<file path="config.mk">
export PLATFORM = sky130hd
export DESIGN_NAME = alu_share_ctrl
export DESIGN_NICKNAME = d
export VERILOG_FILES = /design/src/rtl/alu_share_ctrl.sv
export SDC_FILE = /design/constraint.sdc
export NUM_CORES = 1
export LEC_CHECK = 0
export BUFFER_PORTS_ARGS = -buffer_cell sky130_fd_sc_hd__clkbuf_2
export CAP_MARGIN = 20
export CORE_MARGIN = 5
export CORE_UTILIZATION = 48
export CTS_CLUSTER_DIAMETER = 80
export DETAILED_ROUTE_END_ITERATION = 10
export MAX_ROUTING_LAYER = met4
export PLACE_DENSITY = 0.81
export RECOVER_POWER = 100
export SETUP_SLACK_MARGIN = 0.2
export SKIP_LAST_GASP = 1
export SYNTH_ARGS = -nofsm -noshare
export SYNTH_HDL_FRONTEND = slang
export SYNTH_SLANG_ARGS = --single-unit
</file>
<file path="constraint.sdc">
create_clock -name clk -period 2.6 [get_ports clk]
set_input_delay 0.26 -clock clk [delete_from_list [all_inputs] [get_ports clk]]
set_output_delay 0.26 -clock clk [all_outputs]
set_load 0.01 [all_outputs]
</file>
<file path="src/rtl/alu_share_ctrl.sv">
// alu_share_ctrl: shares one combinational ALU between N_REQ requesters.
// Round-robin grant, valid/ready request and response handshakes,
// registered ALU operands and registered result/flag capture.
// Optional macro ALU_SHARE_STICKY_EN adds per-requester sticky overflow
// status (sticky_of) with a per-requester clear (sticky_clr).
module alu_share_ctrl #(
    parameter int W      = 4,
    parameter int N_REQ  = 2,
    parameter int MAX_OP = 9
) (
    input  logic               clk,
    input  logic               rst_n,
    input  logic [N_REQ-1:0]   req_valid,
    output logic [N_REQ-1:0]   req_ready,
    input  logic [N_REQ*W-1:0] req_a,
    input  logic [N_REQ*W-1:0] req_b,
    input  logic [N_REQ*4-1:0] req_sel,
    output logic [N_REQ-1:0]   rsp_valid,
    input  logic [N_REQ-1:0]   rsp_ready,
    output logic [W-1:0]       rsp_result,
    output logic [3:0]         rsp_flags,
    output logic               rsp_err,
    output logic [W-1:0]       alu_a,
    output logic [W-1:0]       alu_b,
    output logic [3:0]         alu_sel,
    input  logic [W-1:0]       alu_result,
    input  logic               alu_of,
    input  logic               alu_carry,
    input  logic               alu_cero,
    input  logic               alu_neg,
`ifdef ALU_SHARE_STICKY_EN
    output logic [N_REQ-1:0]   sticky_of,
    input  logic [N_REQ-1:0]   sticky_clr,
`endif
    output logic               busy
);

    localparam int GW = (N_REQ > 1) ? $clog2(N_REQ) : 1;

    localparam logic [1:0] IDLE = 2'd0;
    localparam logic [1:0] EXEC = 2'd1;
    localparam logic [1:0] RESP = 2'd2;

    logic [1:0]    state;
    logic [GW-1:0] last_grant;
    logic [GW-1:0] cur;
    logic [GW-1:0] gnt;
    logic          found;
    logic [W-1:0]  gnt_a;
    logic [W-1:0]  gnt_b;
    logic [3:0]    gnt_sel;
    logic          gnt_legal;
    logic          rsp_hs;

    // Round-robin search: first valid requester after last_grant, wrapping
    always_comb begin
        found = 1'b0;
        gnt   = '0;
        for (int unsigned k = 1; k <= N_REQ; k++) begin
            logic [GW-1:0] idx;
            idx = GW'((32'(last_grant) + k) % N_REQ);
            if (!found && req_valid[idx]) begin
                found = 1'b1;
                gnt   = idx;
            end
        end
    end

    // Operands and op select of the granted requester
    always_comb begin
        gnt_a     = req_a[32'(gnt)*W +: W];
        gnt_b     = req_b[32'(gnt)*W +: W];
        gnt_sel   = req_sel[32'(gnt)*4 +: 4];
        gnt_legal = (32'(gnt_sel) <= MAX_OP);
    end

    // Request accept only in IDLE, one-hot on the granted requester
    always_comb begin
        req_ready = '0;
        if (state == IDLE && found)
            req_ready[gnt] = 1'b1;
    end

    // Response valid only in RESP, one-hot on the owner of the current op
    always_comb begin
        rsp_valid = '0;
        if (state == RESP)
            rsp_valid[cur] = 1'b1;
    end

    assign busy   = (state != IDLE);
    assign rsp_hs = (state == RESP) && rsp_ready[cur];

    // Controller FSM with operand latch and result/flag capture
    always_ff @(posedge clk or negedge rst_n) begin
        if (!rst_n) begin
            state      <= IDLE;
            last_grant <= GW'(N_REQ - 1);
            cur        <= '0;
            alu_a      <= '0;
            alu_b      <= '0;
            alu_sel    <= '0;
            rsp_result <= '0;
            rsp_flags  <= '0;
            rsp_err    <= 1'b0;
        end else begin
            case (state)
                IDLE: begin
                    if (found) begin
                        cur <= gnt;
                        if (gnt_legal) begin
                            alu_a   <= gnt_a;
                            alu_b   <= gnt_b;
                            alu_sel <= gnt_sel;
                            state   <= EXEC;
                        end else begin
                            // Illegal select bypasses the ALU; alu_* keep old values
                            rsp_result <= '0;
                            rsp_flags  <= '0;
                            rsp_err    <= 1'b1;
                            state      <= RESP;
                        end
                    end
                end
                EXEC: begin
                    rsp_result <= alu_result;
                    rsp_flags  <= {alu_of, alu_carry, alu_cero, alu_neg};
                    rsp_err    <= 1'b0;
                    state      <= RESP;
                end
                RESP: begin
                    if (rsp_hs) begin
                        last_grant <= cur;
                        state      <= IDLE;
                    end
                end
                default: state <= IDLE;
            endcase
        end
    end

`ifdef ALU_SHARE_STICKY_EN
    logic [N_REQ-1:0] sticky_set;

    // Overflow seen on a completed response for the owning requester
    always_comb begin
        sticky_set = '0;
        if (rsp_hs && rsp_flags[3])
            sticky_set[cur] = 1'b1;
    end

    // Sticky overflow status; set takes priority over clear
    always_ff @(posedge clk or negedge rst_n) begin
        if (!rst_n)
            sticky_of <= '0;
        else
            sticky_of <= (sticky_of & ~sticky_clr) | sticky_set;
    end
`endif

endmodule

</file>
Word level (Yosys, flattened, before mapping)

Index checks and enable logic that the tools add are counted.

Register bits after elaboration: 25
Input port bits: 38
Word-level logic and storage cells: 67

Add/sub/neg operators: 2
$lt $le $gt $ge: 7
Equal/unequal tests: 5
Shifts and indexed selects: 3
Muxes and demuxes: 27
Reduce and logical (&&, ||, !) cells: 14

Operators by type and width:

| cell                                                     | count |
|---|---|
| indexed part select 8 x 4 -> 4 bit                       | 3 |
| one-hot mux 4 bit (2 select lines)                       | 2 |
| 2-to-1 mux 1 bit                                         | 14 |
| 2-to-1 mux 2 bit                                         | 5 |
| < comparator 1 x 2 -> 1 bit, second input constant       | 4 |
| 2-to-1 mux 4 bit                                         | 2 |
| inequality test 2 bit, second input constant             | 3 |
| one-hot mux 2 bit (3 select lines)                       | 1 |
| AND reduction 2 bit                                      | 3 |
| AND reduction 3 bit                                      | 2 |
| logical AND 1 bit                                        | 5 |
| less-or-equal comparator 4 bit, second input constant    | 1 |
| nonzero test 2 bit                                       | 2 |
| adder 1 bit, second input constant                       | 2 |
| demux 1 bit (select 1 bit)                               | 2 |
| == test 2 x 1 -> 1 bit, second input constant            | 1 |
| == test 2 bit, second input constant                     | 1 |
| greater-or-equal comparator 1 bit, second input constant | 2 |
| zero test 2 bit                                          | 1 |
| one-hot mux 1 bit (2 select lines)                       | 1 |
| zero test 1 bit                                          | 1 |

Depth between registers and ports, before layout

Gate-level depths: netlist of run 1.

Depth after elaboration: 12
Gate-level depth with buffers: 5

Worst setup path after synthesis of run 1

Ideal clock, no wire load.

Kind: register to register
Start: register last_grant
End: register alu_a[0]
Library setup time: 0.125 ns
Arrival: 1.581 ns
Data required time: 2.475 ns
Path slack: 0.894 ns
Cell stages (with the launch flop): 6
Path buffers: 1
Cell sequence: dfstp_2 > a21bo_4 > mux2_4 > and2b_4 > buf_6 > mux2_4

Cells in the longest elaborated chain, start to end: 10
Elaborated cells on any way between the ends: 16
Those cells by class: add/sub: 2; order compare: 1; shift: 2; mux: 8; reduce/logical: 3

Ends and longest elaborated chain:

| what                                                | RTL line | RTL |
|---|---|---|
| start: declaration                                  | 45       | `logic [GW-1:0] last_grant;` |
| start signal: assignment                            | 98       | `last_grant <= GW'(N_REQ - 1);` |
| start signal: assignment                            | 133      | `last_grant <= cur;` |
| adder 1 bit                                         | 61       | `idx = GW'((32'(last_grant) + k) % N_REQ);` |
| 2-to-1 mux 1 bit (not written as such) (2 in a row) | 62       | `if (!found && req_valid[idx]) begin` |
| 2-to-1 mux 1 bit                                    | 62       |  |
| zero test 1 bit                                     | 62       |  |
| logical AND 1 bit                                   | 62       |  |
| 2-to-1 mux 1 bit                                    | 62       |  |
| indexed part select 8 x 4 -> 4 bit                  | 73       | `gnt_sel = req_sel[32'(gnt)*4 +: 4];` |
| less-or-equal comparator 4 bit                      | 74       | `gnt_legal = (32'(gnt_sel) <= MAX_OP);` |
| AND reduction 3 bit (no line)                       | n/a      |  |
| end signal: assignment                              | 112      | `alu_a <= gnt_a;` |
| end: declaration                                    | 23       | `output logic [W-1:0] alu_a,` |

Several ways; a longest one is shown, not always the timed one. The select of a mux whose other input is x is not followed.
A chain may end at the register's enable or synchronous reset.

Worst setup path in the final report of run 1

Start: register last_grant
End: register rsp_result[1]

Cells in the longest elaborated chain, start to end: 11
Elaborated cells on any way between the ends: 17
Those cells by class: add/sub: 2; order compare: 1; eq/ne: 2; shift: 1; mux: 8; reduce/logical: 3

Ends and longest elaborated chain:

| what                                                | RTL line | RTL |
|---|---|---|
| adder 1 bit                                         | 61       |  |
| 2-to-1 mux 1 bit (not written as such) (2 in a row) | 62       |  |
| 2-to-1 mux 1 bit                                    | 62       |  |
| zero test 1 bit                                     | 62       |  |
| logical AND 1 bit                                   | 62       |  |
| 2-to-1 mux 1 bit                                    | 62       |  |
| indexed part select 8 x 4 -> 4 bit                  | 73       |  |
| less-or-equal comparator 4 bit                      | 74       |  |
| inequality test 2 bit (no line)                     | n/a      |  |
| AND reduction 3 bit (no line) (*)                   | n/a      |  |
| end signal: assignment                              | 126      | `rsp_result <= alu_result;` |
| end: declaration                                    | 20       | `output logic [W-1:0] rsp_result,` |

Every way passes the cells marked *; elsewhere a longest branch is shown, timed or not. The select of a mux whose other input is x is not followed.

==> results of run 1 <==
==> Yosys cell counts <==
master,instances
nand2_1,51
dfrtp_1,24
a21oi_1,13
mux2_4,9
nor2_1,6
mux2_2,3
nor2b_1,3
o21ai_0,3
a21o_1,2
buf_1,2
clkbuf_1,2
inv_1,2
a21bo_4,1
a21boi_0,1
a2bb2oi_1,1
and2_1,1
and2b_4,1
buf_6,1
dfstp_2,1
mux2i_1,1
nand2b_1,1
o31ai_1,1
==> path summary, 6_finish.rpt <==
path | from | cells after the start | slack (ns) | end
worst max-delay path | last_grant | 4 | 0.51 | rsp_result[1]
worst max register to register | last_grant | 4 | 0.51 | rsp_result[1]
worst min register to register | rsp_err | 1 | 0.50 | rsp_err
min in group asynchronous | rst_n | 2 | 0.75 | rsp_flags[1]
max in group asynchronous | rst_n | 2 | 1.09 | alu_a[2]
worst min-delay path | alu_result[2] | 3 | 0.15 | rsp_result[2]
==> worst reg2reg max path, stage by stage, from the launching register on <==
cell     delay [ns]
dfstp_1        0.58
a21bo_1        0.40
mux2_1         0.41
nor2_1         0.46
a21oi_1        0.10
==> state kept, by name, indices dropped and copies added, names as in the netlist <==
signal,count
rsp_err,1
alu_sel,4
state,2
rsp_result,4
alu_b,4
alu_a,4
last_grant,1
rsp_flags,4
cur,1
==> layout by cell type, fill, tap and decap left out <==
cell type,n
clkinvlp_4,1
a2bb2oi_1,1
inv_1,2
a21bo_1,1
o21ai_0,3
nor2b_1,3
dfrtp_1,24
nand2_1,51
and2b_4,1
and2_0,1
clkbuf_4,3
a21boi_0,1
dfstp_1,1
mux2_1,9
dlygate4sd3_1,1
a21oi_1,13
nand2b_1,1
a21o_1,2
clkbuf_2,37
mux2_2,3
o31ai_1,1
clkbuf_1,26
mux2i_1,1
nor2_1,6
buf_4,1
==> cell families (layout without fill, tap and decap cells) <==
| kind of cell | count (synthesis) | count (layout) |
|---|---|---|
| flip-flops | 25 | 25 |
| multiplexers | 13 | 13 |
| AO/OA/AOI/OAI | 22 | 22 |
| AND/OR/NAND/NOR | 63 | 63 |
| buffers and inverters | 7 | 71 |
==> layout make-up <==
type                       count  area [um2]  share of cell area
clock buffer                   3        22.5              0.0147
clock inverter                 1        7.51             0.00490
inverter                       2        7.51             0.00490
multi-input combinational     98         529               0.346
sequential                    25         627               0.409
tap                           30        37.5              0.0245
timing repair buffer          65         300               0.196
==> stage by stage <==
stage	cells	util	setup slack [ns]	area (um2)	total power [mW]
6_report	224	0.624	0.511	1530	1.49
5_1_grt	224	0.624	0.398	1530	1.62
4_1_cts	224	0.653	0.765	1600	1.63
3_5_place_dp	219	0.637	0.778	1560	1.45
3_3_place_gp	219	0.637	0.855	1560	1.42
2_1_floorplan	130	-	0.894	1230	1.17
==> timing repair <==
| item | CTS | global route |
|---|---|---|
| endpoints found under the hold margin | 24 | 0 |
| hold buffers | 1 | 0 |
| resized for setup | 0 | 0 |
| buffers inserted | 0 | 0 |
==> power groups by stage <==
stage / registers, mW / clock network (mW) / logic (mW)
2_1_floorplan: 0.734 / 0 / 0.434
3_3_place_gp: 0.673 / 0 / 0.745
3_5_place_dp: 0.684 / 0 / 0.771
4_1_cts: 0.678 / 0.176 / 0.773
5_1_grt: 0.694 / 0.200 / 0.726
6_report: 0.669 / 0.171 / 0.648
==> layer usage <==
| layer | global-route usage | vias up |
|---|---|---|
| met3 | 0.0298 | 0 |
| met1 | 0.226 | 493 |
| met4 | 0.0341 | 0 |
| met5 | - | - |
| li1 | - | 552 |
| met2 | 0.275 | 44 |
==> flow_summary.yaml, run 1 <==
status:
  status: "finished clean"
final_layout:
  nNetsFinal: 233
  fillerInstances: 236
  drive_gt1_frac: 0.237
  n_antenna_cell: 0
  area_growth_pct: 24.5
clock_network:
  cts.clk_slew.worst_paths_ns: 0.14
  cts_tree: "yes"
  clkLatencyLatePin_ns: 0.31
  numCtsBuffers: 3
  cts_sinks: 25
  cts-root-buf: "clkbuf_4"
  htreeDepth: 1
  clk_path_buf_depth: 2
synth:
  synth.yosys.seq_area_share: 0.510
  synth_cell_types: 22
  syn_inst: 130
  synth_mux_area_frac: 0.145
  synth-seq-cells: 25
  syn_area_per_cell_um2: 9.46
  synth_top_family_by_area: "simple AND/OR/NAND/NOR gates"
  synthAdderAreaFrac: 0
  yosysTopAreaCellShare: 0.488
  synth_nets: 168
  synth-simple-area-share: 0.208
  post-synth-top-area-cell: "dfrtp_1"
  yosysWarnings: 0
  synthTopCellsByArea: "dfrtp_1 (49%), nand2_1 (16%), mux2_4 (11%)"
  synth_area_um2: 1230
  synth-compound-area-share: 0.110
  synth_xor_area_frac: 0
power_and_ir_drop:
  p_sw_mw: 0.591
  pwr_density_cell_nw_per_um2: 971
  internal_power_mw: 0.896
  p_leak_nw: 0.782
  seqPwrFrac: 0.450
  comb_power_share: 0.436
  peakVddDrop_v: 0.000554
  switching_share: 0.398
  clkPwrFrac: 0.115
worst_setup_path:
  startpoint_type: "register"
  critPathRequiredTime_ns: 2.78
  critPathMaxFanout: 14
  path_cells: "a21bo_1 > mux2_1 > nor2_1 > a21oi_1"
  end_kind: "register"
  crit_type: "register to register"
  worstPathArrival_ns: 2.26
  crit_path_top_delay_cell: "dfstp_1"
  path_buf_inv: 0
  cp_slowest_stage_delay_ns: 0.58
  cp_top_family: "flip-flops"
floorplan:
  ios: 64
  fp.dieH_um: 60.6
  num_rows: 18
  die_area_um2: 3670
  start_util: 0.501
  fp.dieW_um: 60.6
  core_area_um2: 2450
grt:
  antenna_found_initial: 0
  grt_pass1_wl_mm: 4.60
  grt_use_total: 0.170
  grt_overflow_total: 0
  grt_pass1_vias: 1109
  grt_max_degree: 26
sta:
  skew_ns: 0.00680
  max-slew-margin-rel: 0.126
  hold_viol_final: 0
  worst_pin_slew_ns: 1.31
  rsz0062_at_grt: "false"
  period_minus_slack_ns: 2.09
  hold_ws_ns: 0.150
  setup_tns_ns: 0
  fmax_mhz: 479
  fin_crit_sh: 0.803
  setup_viol: 0
  drv_slew: 0
route:
  top_layer_used: "met3"
  wl_met3_um: 227
  viasPerCell: 4.86
  drc: 0
  wl_met2_mm: 1.32
  drt_iter0_markers: 35
  first_pass_iters: 4
  wl_mm: 2.85
  num_vias: 1089
  wl_per_cell_um: 12.7
  wirelength_met1_mm: 1.30
  ant_nets: 0
hold_path:
  hold_class: "input pin to register"
placed_design:
  numPortBuffers: 63
  gp_congestion: 0.757
  hpwlAfterDp_mm: 2.30
run:
  drv_cap: 0
No activity file was read; power rests on OpenSTA's default activity.
==> run 2: changes to the inputs <==
--- a/config.mk
+++ b/config.mk
@@ -8,11 +8,11 @@
 export BUFFER_PORTS_ARGS = -buffer_cell sky130_fd_sc_hd__clkbuf_2
 export CAP_MARGIN = 20
 export CORE_MARGIN = 5
-export CORE_UTILIZATION = 48
+export CORE_UTILIZATION = 40
 export CTS_CLUSTER_DIAMETER = 80
 export DETAILED_ROUTE_END_ITERATION = 10
 export MAX_ROUTING_LAYER = met4
-export PLACE_DENSITY = 0.81
+export PLACE_DENSITY = 0.72
 export RECOVER_POWER = 100
 export SETUP_SLACK_MARGIN = 0.2
 export SKIP_LAST_GASP = 1
==> constraint.sdc (replaced) <==
create_clock -name clk -period 1.8 [get_ports clk]
set_input_delay 0.18 -clock clk [delete_from_list [all_inputs] [get_ports clk]]
set_output_delay 0.18 -clock clk [all_outputs]
set_load 0.01 [all_outputs]
==> run 2 against run 1 <==
  * Sequential share of layout area is 2.1 points lower
  * Clock skew shrank 0.0051 ns
  * Sequential cell count stayed put
  * Core utilization decreased by 8.6 points
  * Setup slack got worse by 0.40 ns
  * Register-to-register slack lost 0.40 ns
  * Maximum frequency grew 24%
  * Largest cell class unchanged
==> flow_summary.yaml, run 2 (synthesis gave the netlist of run 1 again) <==
worst_setup_path:
  path_cells: "a21bo_4 > mux2_4 > and2b_4 > mux2_1"
  crit_type: "register to register"
  end_kind: "register"
  r2r_end: "alu_sel[0]"
  r2r_slack_ns: 0.11
  startpoint_type: "register"
  reg2reg_from: "last_grant"
  worstPathArrival_ns: 1.90
  cp_slowest_stage_delay_ns: 0.59
  critPathRequiredTime_ns: 2.01
  critPathMaxFanout: 7
  crit_path_top_delay_cell: "dfstp_1"
  reg2reg_depth: 4
final_layout:
  final_cell_mix: "nand2_1 (51), clkbuf_2 (39), clkbuf_1 (26)"
  register_area_um2: 627
  nNetsFinal: 240
  drive_gt1_frac: 0.294
  final_common_cell: "nand2_1"
  area_growth_pct: 31.2
  n_antenna_cell: 0
  multi_input_area_um2: 564
  fillerInstances: 302
sta:
  setup_viol: 0
  drv_slew: 0
  finalWorstSetupSlack_ns: 0.114
  setup_tns_ns: 0
  rsz0062_at_grt: "true"
  fin_crit_sh: 0.937
  fmax_mhz: 593
  max-slew-margin-rel: 0.574
  worst_pin_slew_ns: 0.639
  skew_ns: 0.00167
  period_minus_slack_ns: 1.69
  hold_viol_final: 0
route:
  first_pass_iters: 4
  wl_per_cell_um: 13.6
  top_layer_used: "met4"
  viasPerCell: 4.92
  num_vias: 1152
  wirelength_met1_mm: 1.36
  drc: 0
  drt_iter0_markers: 24
  ant_nets: 0
  wl_met2_mm: 1.59
  wl_mm: 3.18
  wl_met3_um: 225
clock_network:
  cts_tree: "yes"
  numCtsBuffers: 3
  cts_sinks: 25
  cts-root-buf: "clkbuf_4"
  htreeDepth: 1
  cts.clk_slew.worst_paths_ns: 0.14
  clkLatencyLatePin_ns: 0.31
  clk_path_buf_depth: 2
power_and_ir_drop:
  peakVddDrop_v: 0.000515
  p_sw_mw: 0.897
  seqPwrFrac: 0.427
  switching_share: 0.395
  p_total_mw: 2.27
  pwr_density_cell_nw_per_um2: 1410
  internal_power_mw: 1.37
  p_leak_nw: 0.824
  comb_power_share: 0.460
  clkPwrFrac: 0.113
run:
  drv_cap: 0
grt:
  grt_pass1_wl_mm: 5.19
  grt_use_total: 0.158
  grt_pass1_vias: 1198
  grt_max_degree: 26
  grt_overflow_total: 0
  antenna_found_initial: 0
floorplan:
  start_util: 0.410
  fp.dieH_um: 65.5
  num_rows: 20
  fp.dieW_um: 65.5
  ios: 64
  die_area_um2: 4280
  core_area_um2: 3000
hold_path:
  whs_endpoint: "rsp_result[1]"
  min_path_cells: 3
  worstHoldStart: "alu_result[1]"
  hold_class: "input pin to register"
status:
  status: "finished clean"
placed_design:
  gp_congestion: 0.728
  hpwlAfterDp_mm: 2.39
  numPortBuffers: 63
  post-place-ws_ns: 0.117
==> run 2: cell types whose count changed in the layout (fill, tap and decap cells not counted), moves of 2 or more <==
cell / before / now
mux2_1: 9 / 7
nor2_2: 0 / 2
clkbuf_2: 37 / 39
mux2_4: 0 / 2
buf_4: 1 / 4
nor2_1: 6 / 4
==> run 2: layout make-up <==
class                           instances  area share
Multi-Input combinational cell         99       0.350
Inverter                                2     0.00465
Timing Repair Buffer                   71       0.213
Tap cell                               33      0.0256
Clock buffer                            3      0.0140
Clock inverter                          1     0.00465
Sequential cell                        25       0.388
==> run 2: repair_timing <==
item                                   CTS  global route
gates cloned                             1             1
setup endpoints to repair               12            25
hold buffers                             1             0
resized for setup                        3             7
endpoints found under the hold margin   24             0
buffers inserted                         2             1
==> run 2: worst max path at each step <==
stage / startpoint / end / slack (ns) / cells past startpoint
after floorplan: last_grant / alu_a[0] / 0.09 / 5
after global placement: last_grant / alu_sel[2] / 0.17 / 4
after detailed placement: state[1] / alu_a[2] / 0.12 / 4
after CTS: last_grant / alu_sel[0] / 0.15 / 4
after global routing: last_grant / rsp_flags[0] / 0.07 / 6
final: last_grant / alu_sel[0] / 0.11 / 4
==> run 2: metrics by stage <==
step	cell area [um2]	cells	hold WS (ns)	utilization
5_1_grt	1610	234	0.0496	0.538
6_report	1610	234	0.0553	0.538
3_3_place_gp	1580	224	0.211	0.527
3_5_place_dp	1580	224	0.228	0.527
4_1_cts	1650	232	0.0466	0.549
2_1_floorplan	1230	130	-0.116	-
==> run 2: worst max-delay path, delay by kind of cell (launching register included) <==
kind / cells / cell delay, ns
muxes: 2 / 0.64
and+or+nand+nor: 1 / 0.21
AOI/OAI and AO/OA: 1 / 0.14
DFF: 1 / 0.59
==> run 2: layer usage <==
layer | track usage | vias up
met1 | 0.185 | 537
met4 | 0.0389 | 0
li1 | - | 568
met2 | 0.282 | 45
met5 | - | -
met3 | 0.0256 | 2
==> run 2: power by group through the flow <==
stage / clock network (mW) / registers [mW] / logic [mW]
after floorplan: 0 / 1.06 / 0.626
after global placement: 0 / 0.974 / 1.10
after detailed placement: 0 / 0.983 / 1.13
after CTS: 0.265 / 0.976 / 1.16
after global routing: 0.289 / 1.01 / 1.16
final: 0.256 / 0.970 / 1.04
==> run 3: changes to the inputs <==
--- a/config.mk
+++ b/config.mk
@@ -7,7 +7,7 @@
 export LEC_CHECK = 0
 export BUFFER_PORTS_ARGS = -buffer_cell sky130_fd_sc_hd__clkbuf_2
 export CAP_MARGIN = 20
-export CORE_MARGIN = 5
+export CORE_ASPECT_RATIO = 0.6
 export CORE_UTILIZATION = 40
 export CTS_CLUSTER_DIAMETER = 80
 export DETAILED_ROUTE_END_ITERATION = 10
==> run 3 against run 2 <==
  * Critical path depth unchanged
  * Die area shrank 23%
  * Total power grew 1.5%
  * Highest routed layer unchanged
  * Global-route usage rose by 4.4 points
==> flow_summary.yaml, run 3 (synthesis gave the netlist of run 1 again) <==
status:
  status: "finished clean"
clock_network:
  clk_path_buf_depth: 2
  cts.clk_slew.worst_paths_ns: 0.09
  clkLatencyLatePin_ns: 0.27
  cts-root-buf: "clkbuf_8"
  numCtsBuffers: 3
  cts_sinks: 25
  cts_tree: "yes"
  htreeDepth: 1
route:
  num_vias: 1116
  viasPerCell: 4.61
  wirelength_met1_mm: 1.38
  wl_per_cell_um: 12.1
  drc: 0
  wl_mm: 2.93
  wl_met2_mm: 1.32
  ant_nets: 0
  wl_met3_um: 194
  top_layer_used: "met4"
  drt_iter0_markers: 28
  first_pass_iters: 4
run:
  drv_cap: 0
final_layout:
  fin_area_um2: 1620
  area_growth_pct: 31.7
  fin_util: 0.561
  n_antenna_cell: 0
  final_common_cell: "nand2_1"
  nNetsFinal: 239
  stdcell_count: 242
  drive_gt1_frac: 0.275
  final_cell_mix: "nand2_1 (51), clkbuf_2 (39), clkbuf_1 (26)"
worst_setup_path:
  critPathMaxFanout: 7
  worstPathArrival_ns: 1.82
  crit_type: "register to register"
  end_kind: "register"
  critPathRequiredTime_ns: 1.95
  startpoint_type: "register"
placed_design:
  hpwlAfterDp_mm: 2.12
  gp_congestion: 0.803
  placed_cell_area_um2: 1590
  numPortBuffers: 63
  post-place-ws_ns: 0.0965
  dp_cells: 233
grt:
  antenna_found_initial: 0
  grt_pass1_wl_mm: 4.81
  grt_use_total: 0.201
  grt_overflow_total: 0
  grt_max_degree: 26
  grt_pass1_vias: 1120
sta:
  fmax_mhz: 602
  setup_viol: 0
  setup_tns_ns: 0
  hold_viol_final: 0
  worst_pin_slew_ns: 0.625
  skew_ns: 0.00530
  hold_ws_ns: 0.114
  fin_crit_sh: 0.924
  finalWorstSetupSlack_ns: 0.138
  rsz0062_at_grt: "true"
  drv_slew: 0
  max-slew-margin-rel: 0.583
  period_minus_slack_ns: 1.66
hold_path:
  hold_class: "input pin to register"
floorplan:
  num_rows: 15
  fp.dieW_um: 73.6
  fp.dieH_um: 45.0
  ios: 64
  die_area_um2: 3310
  start_util: 0.426
  core_area_um2: 2890
power_and_ir_drop:
  peakVddDrop_v: 0.000561
  p_leak_nw: 0.821
  pwr_density_cell_nw_per_um2: 1420
  p_total_mw: 2.31
-- run 3: changes by cell type in the layout (fill, tap and decap cells not counted), sizes merged --
cell	before	now
buf	5	4
-- run 3: path summary, 6_finish.rpt --
| check | startpoint | endpoint | slack (ns) | cells after the start |
|---|---|---|---|---|
| worst max register to register | state[0] | alu_sel[1] | 0.14 | 4 |
| worst max-delay path | state[0] | alu_sel[1] | 0.14 | 4 |
| worst min-delay path | alu_cero | rsp_flags[1] | 0.11 | 3 |
| max in group asynchronous | rst_n | alu_sel[3] | 0.95 | 2 |
| worst min register to register | alu_a[0] | alu_a[0] | 0.50 | 1 |
| min in group asynchronous | rst_n | rsp_flags[0] | 0.44 | 2 |
-- run 3: power breakdown --
part	internal, mW	switching [mW]
Clock	0.157	0.189
Sequential	0.811	0.145
Combinational	0.445	0.560
Total	1.41	0.893
-- run 3: area by class of cell --
cell class,instances,area [um2]
multi-input cells,99,552
clock buffers,3,41.3
repair buffers,70,333
well taps,42,52.6
fillers,293,1270
clock inverters,1,7.51
flip-flops and latches,25,627
inverters,2,7.51
-- run 3: what timing repair did --
item | 4_1_cts | 5_1_grt
hold endpoints to repair | 24 | 0
buffers inserted | 2 | 0
hold buffers | 1 | 0
cloned | 1 | 1
resized for setup | 4 | 3
endpoints found under the setup margin | 11 | 20
-- run 3: worst max-delay path, stage by stage (launching register included) --
cell and delay [ns]:
dfrtp_1 0.41, nor2_1 0.23, o21ai_1 0.19, and2b_4 0.36
mux2_1 0.35
-- run 3: per-layer routing --
metal  vias up  GRT usage
li1        565          -
met1       503      0.247
met2        44      0.314
met3         4     0.0603
met4         0     0.0846
met5         -          -
